### config.mk
export PLATFORM = sky130hd
export DESIGN_NAME = bids_cmd_sequencer_flat
export DESIGN_NICKNAME = d
export VERILOG_FILES = /design/src/rtl/bids_cmd_sequencer_if.sv /design/src/rtl/bids_cmd_sequencer.sv /design/src/flat_wrapper.sv
export SDC_FILE = /design/constraint.sdc
export NUM_CORES = 1
export LEC_CHECK = 0
export ABC_AREA = 1
export CORE_MARGIN = 1.5
export CORE_UTILIZATION = 43
export CTS_CLUSTER_DIAMETER = 60
export CTS_CLUSTER_SIZE = 40
export DETAILED_ROUTE_END_ITERATION = 12
export GPL_TIMING_DRIVEN = 0
export PLACE_DENSITY = 0.7
export RECOVER_POWER = 25
export SYNTH_ARGS = -nofsm -noshare
export SYNTH_HDL_FRONTEND = slang
export SYNTH_SLANG_ARGS = --single-unit
export TNS_END_PERCENT = 50
### constraint.sdc
create_clock -name clk -period 2.7 [get_ports clk]
set_input_delay 0.54 -clock clk [delete_from_list [all_inputs] [get_ports clk]]
set_output_delay 0.54 -clock clk [all_outputs]
set_load 0.03 [all_outputs]
### src/rtl/bids_cmd_sequencer_if.sv
// Host-side command/response bundle for the BIDS22 command sequencer.
// The host is the master; the sequencer is the slave.
interface bids_cmd_sequencer_if;
  logic        cmd_valid;
  logic        cmd_ready;
  logic [3:0]  cmd_op;
  logic [31:0] cmd_data;
  logic        rsp_valid;
  logic [3:0]  rsp_op;
  logic [2:0]  rsp_err;
  logic [2:0]  rsp_win;
  logic [31:0] rsp_maxbid;

  modport master (
    output cmd_valid,
    output cmd_op,
    output cmd_data,
    input  cmd_ready,
    input  rsp_valid,
    input  rsp_op,
    input  rsp_err,
    input  rsp_win,
    input  rsp_maxbid
  );

  modport slave (
    input  cmd_valid,
    input  cmd_op,
    input  cmd_data,
    output cmd_ready,
    output rsp_valid,
    output rsp_op,
    output rsp_err,
    output rsp_win,
    output rsp_maxbid
  );
endinterface

### src/rtl/bids_cmd_sequencer.sv
// BIDS22 command sequencer: buffers host commands and replays them
// onto the bid controller, sequencing full auction rounds.
module bids_cmd_sequencer #(
  parameter int DEPTH         = 4,
  parameter int CLOSE_TIMEOUT = 4
) (
  input  logic                 clk,
  input  logic                 reset_n,
  bids_cmd_sequencer_if.slave  host,
  output logic [3:0]           C_op,
  output logic [31:0]          C_data,
  output logic                 C_start,
  input  logic                 ready,
  input  logic [2:0]           err,
  input  logic                 roundOver,
  input  logic                 X_win,
  input  logic                 Y_win,
  input  logic                 Z_win,
  input  logic [31:0]          maxBid,
  output logic                 busy
);

  localparam int AW = $clog2(DEPTH);
  localparam int CW = AW + 1;
  localparam int TW = $clog2(CLOSE_TIMEOUT) + 1;

  localparam logic [3:0] OP_NOP   = 4'd0;
  localparam logic [3:0] OP_LOCK  = 4'd2;
  localparam logic [3:0] OP_LAST  = 4'd8;
  localparam logic [3:0] OP_ROUND = 4'd9;

  localparam logic [2:0] E_TMO = 3'b111;
  localparam logic [2:0] E_ILL = 3'b110;

  localparam logic [TW-1:0] T_MAX = TW'(CLOSE_TIMEOUT - 1);

  typedef enum logic [2:0] {
    IDLE,
    ISSUE,
    ROUND,
    CLOSE,
    RESP
  } state_t;

  logic [3:0]    op_mem   [DEPTH];
  logic [31:0]   data_mem [DEPTH];
  logic [AW-1:0] wptr;
  logic [AW-1:0] rptr;
  logic [CW-1:0] count;

  logic          full;
  logic          empty;
  logic          push;
  logic          pop;
  logic [3:0]    head_op;
  logic [31:0]   head_data;

  state_t        state;
  logic [3:0]    cur_op;
  logic [31:0]   rcnt;
  logic [TW-1:0] wcnt;
  logic [2:0]    sticky;

  logic          rsp_valid;
  logic [3:0]    rsp_op;
  logic [2:0]    rsp_err;
  logic [2:0]    rsp_win;
  logic [31:0]   rsp_maxbid;

  assign full      = (count == CW'(DEPTH));
  assign empty     = (count == '0);
  assign push      = host.cmd_valid && !full;
  assign pop       = (state == IDLE) && !empty && ready;
  assign head_op   = op_mem[rptr];
  assign head_data = data_mem[rptr];

  assign host.cmd_ready  = !full;
  assign host.rsp_valid  = rsp_valid;
  assign host.rsp_op     = rsp_op;
  assign host.rsp_err    = rsp_err;
  assign host.rsp_win    = rsp_win;
  assign host.rsp_maxbid = rsp_maxbid;

  assign busy = (state != IDLE) || !empty;

  always_ff @(posedge clk) begin
    if (push) begin
      op_mem[wptr]   <= host.cmd_op;
      data_mem[wptr] <= host.cmd_data;
    end
  end

  always_ff @(posedge clk or negedge reset_n) begin
    if (!reset_n) begin
      wptr  <= '0;
      rptr  <= '0;
      count <= '0;
    end else begin
      if (push) wptr <= wptr + AW'(1);
      if (pop)  rptr <= rptr + AW'(1);
      unique case ({push, pop})
        2'b10:   count <= count + CW'(1);
        2'b01:   count <= count - CW'(1);
        default: count <= count;
      endcase
    end
  end

  always_ff @(posedge clk or negedge reset_n) begin
    if (!reset_n) begin
      state      <= IDLE;
      cur_op     <= OP_NOP;
      rcnt       <= '0;
      wcnt       <= '0;
      sticky     <= '0;
      C_op       <= OP_NOP;
      C_data     <= '0;
      C_start    <= 1'b0;
      rsp_valid  <= 1'b0;
      rsp_op     <= '0;
      rsp_err    <= '0;
      rsp_win    <= '0;
      rsp_maxbid <= '0;
    end else begin
      unique case (state)
        IDLE: begin
          if (pop) begin
            cur_op <= head_op;
            unique case (1'b1)
              (head_op <= OP_LAST): begin
                state  <= ISSUE;
                C_op   <= head_op;
                C_data <= head_data;
              end
              (head_op == OP_ROUND): begin
                state   <= ROUND;
                C_start <= 1'b1;
                C_op    <= OP_LOCK;
                C_data  <= '0;
                rcnt    <= (head_data == '0) ? 32'd1 : head_data;
                sticky  <= '0;
              end
              default: begin
                state      <= RESP;
                rsp_valid  <= 1'b1;
                rsp_op     <= head_op;
                rsp_err    <= E_ILL;
                rsp_win    <= '0;
                rsp_maxbid <= '0;
              end
            endcase
          end
        end

        ISSUE: begin
          state      <= RESP;
          rsp_valid  <= 1'b1;
          rsp_op     <= cur_op;
          rsp_err    <= err;
          rsp_win    <= '0;
          rsp_maxbid <= '0;
          C_op       <= OP_NOP;
          C_data     <= '0;
        end

        ROUND: begin
          // first non-zero error of the hold window wins
          if (sticky == '0) sticky <= err;
          if (rcnt == 32'd1) begin
            state   <= CLOSE;
            C_start <= 1'b0;
            wcnt    <= '0;
          end else begin
            rcnt <= rcnt - 32'd1;
          end
        end

        CLOSE: begin
          if (roundOver) begin
            state      <= RESP;
            rsp_valid  <= 1'b1;
            rsp_op     <= cur_op;
            rsp_err    <= (sticky != '0) ? sticky : err;
            rsp_win    <= {X_win, Y_win, Z_win};
            rsp_maxbid <= maxBid;
            C_op       <= OP_NOP;
          end else if (wcnt == T_MAX) begin
            state      <= RESP;
            rsp_valid  <= 1'b1;
            rsp_op     <= cur_op;
            rsp_err    <= E_TMO;
            rsp_win    <= '0;
            rsp_maxbid <= '0;
            C_op       <= OP_NOP;
          end else begin
            wcnt <= wcnt + TW'(1);
          end
        end

        RESP: begin
          state     <= IDLE;
          rsp_valid <= 1'b0;
        end

        default: begin
          state <= IDLE;
        end
      endcase
    end
  end

endmodule

### src/flat_wrapper.sv
// flat-port wrapper written by rule: the top's interface ports become plain ports
module bids_cmd_sequencer_flat 
#(
  parameter int DEPTH         = 4,
  parameter int CLOSE_TIMEOUT = 4
)
  (clk, reset_n, C_op, C_data, C_start, ready, err, roundOver, X_win, Y_win, Z_win, maxBid, busy, host_cmd_valid, host_cmd_op, host_cmd_data, host_cmd_ready, host_rsp_valid, host_rsp_op, host_rsp_err, host_rsp_win, host_rsp_maxbid);
  bids_cmd_sequencer_if host_i ();
  input  logic clk;
  input  logic reset_n;
  output logic [3:0] C_op;
  output logic [31:0] C_data;
  output logic C_start;
  input  logic ready;
  input  logic [2:0] err;
  input  logic roundOver;
  input  logic X_win;
  input  logic Y_win;
  input  logic Z_win;
  input  logic [31:0] maxBid;
  output logic busy;
  input wire logic [$bits(host_i.cmd_valid)-1:0] host_cmd_valid;
  input wire logic [$bits(host_i.cmd_op)-1:0] host_cmd_op;
  input wire logic [$bits(host_i.cmd_data)-1:0] host_cmd_data;
  output wire logic [$bits(host_i.cmd_ready)-1:0] host_cmd_ready;
  output wire logic [$bits(host_i.rsp_valid)-1:0] host_rsp_valid;
  output wire logic [$bits(host_i.rsp_op)-1:0] host_rsp_op;
  output wire logic [$bits(host_i.rsp_err)-1:0] host_rsp_err;
  output wire logic [$bits(host_i.rsp_win)-1:0] host_rsp_win;
  output wire logic [$bits(host_i.rsp_maxbid)-1:0] host_rsp_maxbid;
  assign host_i.cmd_valid = host_cmd_valid;
  assign host_i.cmd_op = host_cmd_op;
  assign host_i.cmd_data = host_cmd_data;
  assign host_cmd_ready = host_i.cmd_ready;
  assign host_rsp_valid = host_i.rsp_valid;
  assign host_rsp_op = host_i.rsp_op;
  assign host_rsp_err = host_i.rsp_err;
  assign host_rsp_win = host_i.rsp_win;
  assign host_rsp_maxbid = host_i.rsp_maxbid;
  bids_cmd_sequencer #(.DEPTH(DEPTH), .CLOSE_TIMEOUT(CLOSE_TIMEOUT)) u_core (.clk(clk), .reset_n(reset_n), .host(host_i), .C_op(C_op), .C_data(C_data), .C_start(C_start), .ready(ready), .err(err), .roundOver(roundOver), .X_win(X_win), .Y_win(Y_win), .Z_win(Z_win), .maxBid(maxBid), .busy(busy));
endmodule
======== After elaboration in Yosys (flattened, before gate mapping) ========
Memories as Yosys holds them, arrays and structs flattened.
Cells that the tools add are included.
word-level totals
  memories ................................ 2
  flip-flop bits (word level) ............. 132
  bits in writable memories ............... 144
  output and inout port bits .............. 82
  word-level logic and storage cells ...... 134
  bits of input ports ..................... 79
memory list
  memory           words  bits a word  rd ports  clocked after Yosys merged registers in  write ports  line                      source
  u_core.data_mem  4      32           1         0                                        1            bids_cmd_sequencer.sv:46  logic [31:0] data_mem [DEPTH];
  u_core.op_mem    4      4            1         0                                        1            bids_cmd_sequencer.sv:45  logic [3:0] op_mem [DEPTH];
cells by class
  add/subtract/negate cells ............... 6
  equal/unequal tests ..................... 20
  multiplexer cells ....................... 60
  reductions and logical operators ........ 29
  magnitude comparators ................... 1
operators by type and width
  kind                                                                      count
  32-bit 2-to-1 mux                                                         9
  32-bit one-hot mux with 2 select lines                                    3
  32-bit one-hot mux with 3 select lines                                    1
  3-bit 2-to-1 mux                                                          19
  32-bit by 1-bit == test with 1-bit output (second input constant)         1
  32-bit zero test                                                          1
  32-bit by 1-bit subtractor with 32-bit output (second input constant)     1
  4-bit 2-to-1 mux                                                          7
  4-bit AND reduction                                                       7
  3-bit one-hot mux with 2 select lines                                     4
  4-bit one-hot mux with 3 select lines                                     2
  3-bit one-hot mux with 3 select lines                                     2
  3-bit one-hot mux with 4 select lines                                     1
  2-bit inequality test (second input constant)                             5
  3-bit by 2-bit == test with 1-bit output (second input constant)          3
  3-bit zero test                                                           3
  1-bit 2-to-1 mux                                                          9
  3-bit nonzero test                                                        3
  4-bit one-hot mux with 2 select lines                                     1
  2-bit nonzero test                                                        4
  3-bit by 1-bit adder with 3-bit output (second input constant)            2
  3-bit == test (second input constant)                                     2
  2-bit by 1-bit inequality test with 1-bit output (second input constant)  3
  3-bit AND reduction                                                       2
  other kinds (17)                                                          21

======== Longest topological paths before layout ========
  word-level depth ........................ 6
  gate-level depth with buffers ........... 16

======== Worst setup path before layout ========
OpenSTA, ideal clock, no wires.
  path type ............................... flip-flop to flip-flop
  start point ............................. register u_core.count[0]
  end point ............................... memory u_core.data_mem[0][0], enable pin
  required time ........................... 2.271 ns
  setup time .............................. 0.429 ns
  arrival ................................. 2.514 ns
  clock period less this slack ............ 2.944 ns
  path buffers ............................ 0
  cell stages (with the launch flop) ...... 5
  slack ................................... -0.244 ns
  cell sequence ........................... dfrtp_1 > inv_1 > nand3_1 > nand2_1 > nor2_1
between the ends
  longest elaborated chain between the ends .. 5
ends and longest elaborated chain
  item                                    line                       source
  from (decl)                             bids_cmd_sequencer.sv:49   logic [CW-1:0] count;
  from (signal assigned)                  bids_cmd_sequencer.sv:102  2'b10: count <= count + CW'(1);
  from (signal assigned)                  bids_cmd_sequencer.sv:103  2'b01: count <= count - CW'(1);
  from (signal assigned)                  bids_cmd_sequencer.sv:104  default: count <= count;
  3-bit == test                           bids_cmd_sequencer.sv:70   assign full = (count == CW'(DEPTH));
  1-bit zero test                         --
  via host_cmd_ready                      flat_wrapper.sv:25         output wire logic [$bits(host_i.cmd_ready)-1:0] host_cmd_ready;
  1-bit logical AND                       bids_cmd_sequencer.sv:72   assign push = host.cmd_valid && !full;
  1-bit 2-to-1 mux                        bids_cmd_sequencer.sv:87   if (push) begin
  1-bit 2-to-1 mux (not written as such)  bids_cmd_sequencer.sv:89   data_mem[wptr] <= host.cmd_data;
  to (decl)                               bids_cmd_sequencer.sv:46
The timed path passes the listed nets, and every way through them passes these cells.

======== Worst setup path in the final report ========
  start point ............................. register u_core.rptr[0]
  end point ............................... register u_core.rcnt[0]
between the ends
  longest elaborated chain between the ends .. 6
  elaborated cells between the ends (all ways) .. 10
ends and longest elaborated chain
  item                                    line                       source
  from (decl)                             bids_cmd_sequencer.sv:48   logic [AW-1:0] rptr;
  from (signal assigned)                  bids_cmd_sequencer.sv:100  if (pop) rptr <= rptr + AW'(1);
  memory 4 x 32 bit                       --
  32-bit zero test                        bids_cmd_sequencer.sv:140  rcnt <= (head_data == '0) ? 32'd1 : head_data;
  32-bit 2-to-1 mux                       bids_cmd_sequencer.sv:140
  32-bit 2-to-1 mux                       bids_cmd_sequencer.sv:129  unique case (1'b1)
  32-bit 2-to-1 mux                       bids_cmd_sequencer.sv:127  if (pop) begin
  32-bit one-hot mux with 2 select lines  bids_cmd_sequencer.sv:125  unique case (state)
  to (signal assigned)                    bids_cmd_sequencer.sv:140
  to (signal assigned)                    bids_cmd_sequencer.sv:174  rcnt <= rcnt - 32'd1;
  to (decl)                               bids_cmd_sequencer.sv:60   logic [31:0] rcnt;
Several ways; a longest one is shown, not always the timed one. The select of a mux whose other input is x is not followed.
A chain may end at the register's enable or synchronous reset.

==> metrics.txt <==
P_leak=~0.007 uW; final hold violation count=0; remaining antenna violation count=0; number of nets at the end of the flow=1,647; Slew Limit Fails=0; met1 track utilization from global routing=0.297; Yosys warnings=0; clock-pin transition on the worst setup and hold timing paths=0.10 ns; die width=about 170 um; top library cells by usage in the layout, fill and taps aside=sky130_fd_sc_hd__nand2_1, sky130_fd_sc_hd__edfxtp_1, sky130_fd_sc_hd__dfrtp_1; max incr delay on CP=about 0.55 ns; Clock Skews=roughly 0.033 ns; Setup WS post-layout=0.202 ns; worst setup path class=register to register; Worst Max-Slew Pin Slew=~1.1 ns; Placement Setup Slack=~0.04 ns; Avg Synthesized Cell Area=between 9 and 10 um^2; leading cell type in the layout, fill and taps excluded=sky130_fd_sc_hd__nand2_1; cell at the slowest stage of the critical path=sky130_fd_sc_hd__clkbuf_1; Routability Congestion=between 0.9 and 1; distinct cell type count of the synthesized netlist=37; PD cells=around 540 nW/um^2; die height=between 150 and 200 um; routed via count divided by cell count=5.05; largest net degree at the start of global routing=90; fraction of met2 tracks used by global routing=0.375; DR WL/cell=between 15 and 20 um; Worst Hold Class=register to register; arrival time of data at the critical path endpoint=around 2.9 ns; required time of the critical path=about 3.1 ns; GR Util All Layers=0.219; setup repair after global routing missed its margin=false; floorplan core area=28,900 um^2; leading area contributor after synthesis=sky130_fd_sc_hd__edfxtp_1; most used cell, CP=sky130_fd_sc_hd__nand2_1; deepest level of the CTS H-tree=1; number of global-route vias before repair=roughly 9,500; Mapped Nets=around 1,500; Fmax achieved=between 0.4 and 0.5 GHz; result of the run=complete, no violations; largest driver fanout on the critical path=10; number of top-level pins=between 150 and 200; Std-Cell Rows=between 60 and 70; Area contributors post-synth=sky130_fd_sc_hd__edfxtp_1, sky130_fd_sc_hd__dfrtp_1, sky130_fd_sc_hd__nand2_1; internal reg-to-reg setup slack=between 0.2 and 0.25 ns; launching element type of the critical path=register; combined area of all synthesized cells=12,600 um^2; fraction of final layout cells with drive strength greater than 1=0.105; Critical Path, Cell by Cell=buf_6 -> inv_2 -> buf_6 -> clkbuf_1 -> nand2_1 -> nand3_1 -> nand2_1 -> nand2_1 -> nor2_1 -> nand2_1 -> nor2_1 -> nand2_1 -> nand2_1 -> nand2_1 -> nand2_1; Max Root-Sink Buffers=3; layer with the highest usage=met2; number of violations reported at the end of detailed-routing iteration 0=slightly above 600; Area growth, synth to finish=25.0%; sequential share of the synthesized area=0.603; number of antenna violations at the first check in global routing=0; Via Count=between 9,000 and 10,000; Min Clock Period, post-route=~2.5 ns; CP delay by family, top=simple AND/OR/NAND/NOR gates; tightest hold margin=~0.48 ns; FF+latch count, synth=approximately 280; clock insertion delay at the later pin of the skew report=between 0.5 and 0.6 ns; first drt pass iteration count=5; worst ir drop on vdd=0.416 mV; met3 global-route usage=0.0289; residual DRC count=0; area of the die=between 30,000 and 40,000 um^2; number of buffers inserted by port buffering=160; filler cell count in the final layout=roughly 2,600; post-placement cell count=approximately 1,900; Inserted Clock Buffers=23; Root Buffer Master=sky130_fd_sc_hd__clkbuf_16; accumulated negative setup slack=0 ns; ANT cells=0; grt ovf=0; max-cap violation count=0; wire length of the first global-routing pass=approximately 52,000 um; DP Wirelength=23,800 um; effective utilization at floorplan=0.438; total length of routed wires=33,000 um; cell count after synthesis=about 1,400; remaining max-slew budget at the tightest pin=0.261; Post-Layout Cell Count=1,958; sink count of the clock tree=between 200 and 300; area share of the leading cell type in the synthesized netlist=0.342; kind of end point of the critical path=register; CTS tree=built; number of setup violations in the final report=0; crit share post-route=0.925; Critical path buffers and inverters=4
cell type report:
cell class                      count  area [um^2]  share of cell area
Inverter                           86          323              0.0204
Multi-Input combinational cell    952         4400               0.278
Sequential cell                   276         7630               0.482
Timing Repair Buffer              166         1720               0.109
Clock buffer                       23          576              0.0364
Buffer                             53          327              0.0207
Clock inverter                     18          352              0.0222
Tap cell                          384          480              0.0304
registers in the layout, indices dropped and copies added, names as in the netlist, 4 cells and up:
signal and flops:
u_core.C_data 32, u_core.C_op 4, u_core.cur_op 4, u_core.data_mem 128
u_core.host.rsp_maxbid 32, u_core.host.rsp_op 4, u_core.op_mem 16, u_core.rcnt 32
path summary, 6_finish.rpt:
path	start	to	cells after the start
max	u_core.rptr[0]	u_core.rcnt[0]	15
min	u_core.host.rsp_maxbid[30]	u_core.host.rsp_maxbid[30]	2
max reg2reg	u_core.rptr[0]	u_core.rcnt[0]	15
min reg2reg	u_core.host.rsp_maxbid[30]	u_core.host.rsp_maxbid[30]	2
max in group asynchronous	reset_n	u_core.rcnt[20]	3
min in group asynchronous	reset_n	u_core.host.rsp_maxbid[18]	2
synthesized netlist by cell type:
cell type / n
sky130_fd_sc_hd__inv_1: 72
sky130_fd_sc_hd__o22ai_1: 5
sky130_fd_sc_hd__nor2_4: 1
sky130_fd_sc_hd__and2_1: 3
sky130_fd_sc_hd__nand3_1: 115
sky130_fd_sc_hd__nor3b_1: 1
sky130_fd_sc_hd__nand4_1: 9
sky130_fd_sc_hd__inv_2: 12
sky130_fd_sc_hd__edfxtp_1: 144
sky130_fd_sc_hd__buf_4: 4
sky130_fd_sc_hd__xnor2_1: 3
sky130_fd_sc_hd__buf_6: 13
sky130_fd_sc_hd__xor2_1: 7
sky130_fd_sc_hd__nor3_2: 2
sky130_fd_sc_hd__dfrtp_1: 132
sky130_fd_sc_hd__nand3b_1: 1
sky130_fd_sc_hd__o21ai_1: 14
sky130_fd_sc_hd__or2_2: 1
sky130_fd_sc_hd__ha_1: 9
sky130_fd_sc_hd__o21ai_2: 33
sky130_fd_sc_hd__a21oi_1: 16
sky130_fd_sc_hd__nand3_2: 3
sky130_fd_sc_hd__o21ai_0: 56
sky130_fd_sc_hd__fa_1: 1
sky130_fd_sc_hd__nor2_1: 91
sky130_fd_sc_hd__clkinv_1: 2
sky130_fd_sc_hd__nand2_2: 25
sky130_fd_sc_hd__nor3_1: 7
sky130_fd_sc_hd__nand2_1: 536
sky130_fd_sc_hd__buf_1: 8
sky130_fd_sc_hd__o211ai_1: 2
sky130_fd_sc_hd__nand3_4: 2
sky130_fd_sc_hd__nand2_4: 3
sky130_fd_sc_hd__o21bai_1: 2
sky130_fd_sc_hd__buf_2: 12
sky130_fd_sc_hd__clkbuf_1: 16
sky130_fd_sc_hd__nor2_2: 4
where the power goes:
part           internal (uW)  switching (uW)  leakage [uW]
Combinational            119             130       0.00351
Sequential              4450            15.1       0.00306
Clock                   1970            1890      0.000432
cells by family after synthesis:
family / share of synthesized area
adders and majority gates: 0.0105
DFF: 0.603
and+or+nand+nor: 0.267
AOI/OAI and AO/OA: 0.0617
buffers and inverters: 0.0513
xor gates and xnor gates: 0.00692
worst reg2reg max path, stage by stage, from the launching register on:
cell                       delay (ns)
sky130_fd_sc_hd__dfrtp_1         0.40
sky130_fd_sc_hd__buf_6           0.15
sky130_fd_sc_hd__inv_2           0.06
sky130_fd_sc_hd__buf_6           0.14
sky130_fd_sc_hd__clkbuf_1        0.56
sky130_fd_sc_hd__nand2_1         0.12
sky130_fd_sc_hd__nand3_1         0.13
sky130_fd_sc_hd__nand2_1         0.21
sky130_fd_sc_hd__nand2_1         0.13
sky130_fd_sc_hd__nor2_1          0.08
sky130_fd_sc_hd__nand2_1         0.06
sky130_fd_sc_hd__nor2_1          0.04
sky130_fd_sc_hd__nand2_1         0.06
sky130_fd_sc_hd__nand2_1         0.10
sky130_fd_sc_hd__nand2_1         0.09
sky130_fd_sc_hd__nand2_1         0.05
through the flow:
step / utilization / instance area (um^2) / total power [uW]
2_1_floorplan: - / 12600 / 4620
3_3_place_gp: 0.510 / 14700 / 4810
3_5_place_dp: 0.516 / 14900 / 4820
4_1_cts: 0.548 / 15800 / 8660
5_1_grt: 0.548 / 15800 / 8860
6_report: 0.548 / 15800 / 8570
repair_timing:
item                                    4_1_cts  5_1_grt
endpoints found under the setup margin        0        1
gates resized for setup                       0        1
hold buffers                                  1        0
endpoints found under the hold margin        43        0
buffers inserted                              0        0
routing by layer:
layer	vias to the layer above	share of wire
met1	4670	0.43
met2	325	0.49
met4	0	0.023
met3	46	0.061
met5	-	0
li1	4840	-
Power figures use the tool's default switching activity.
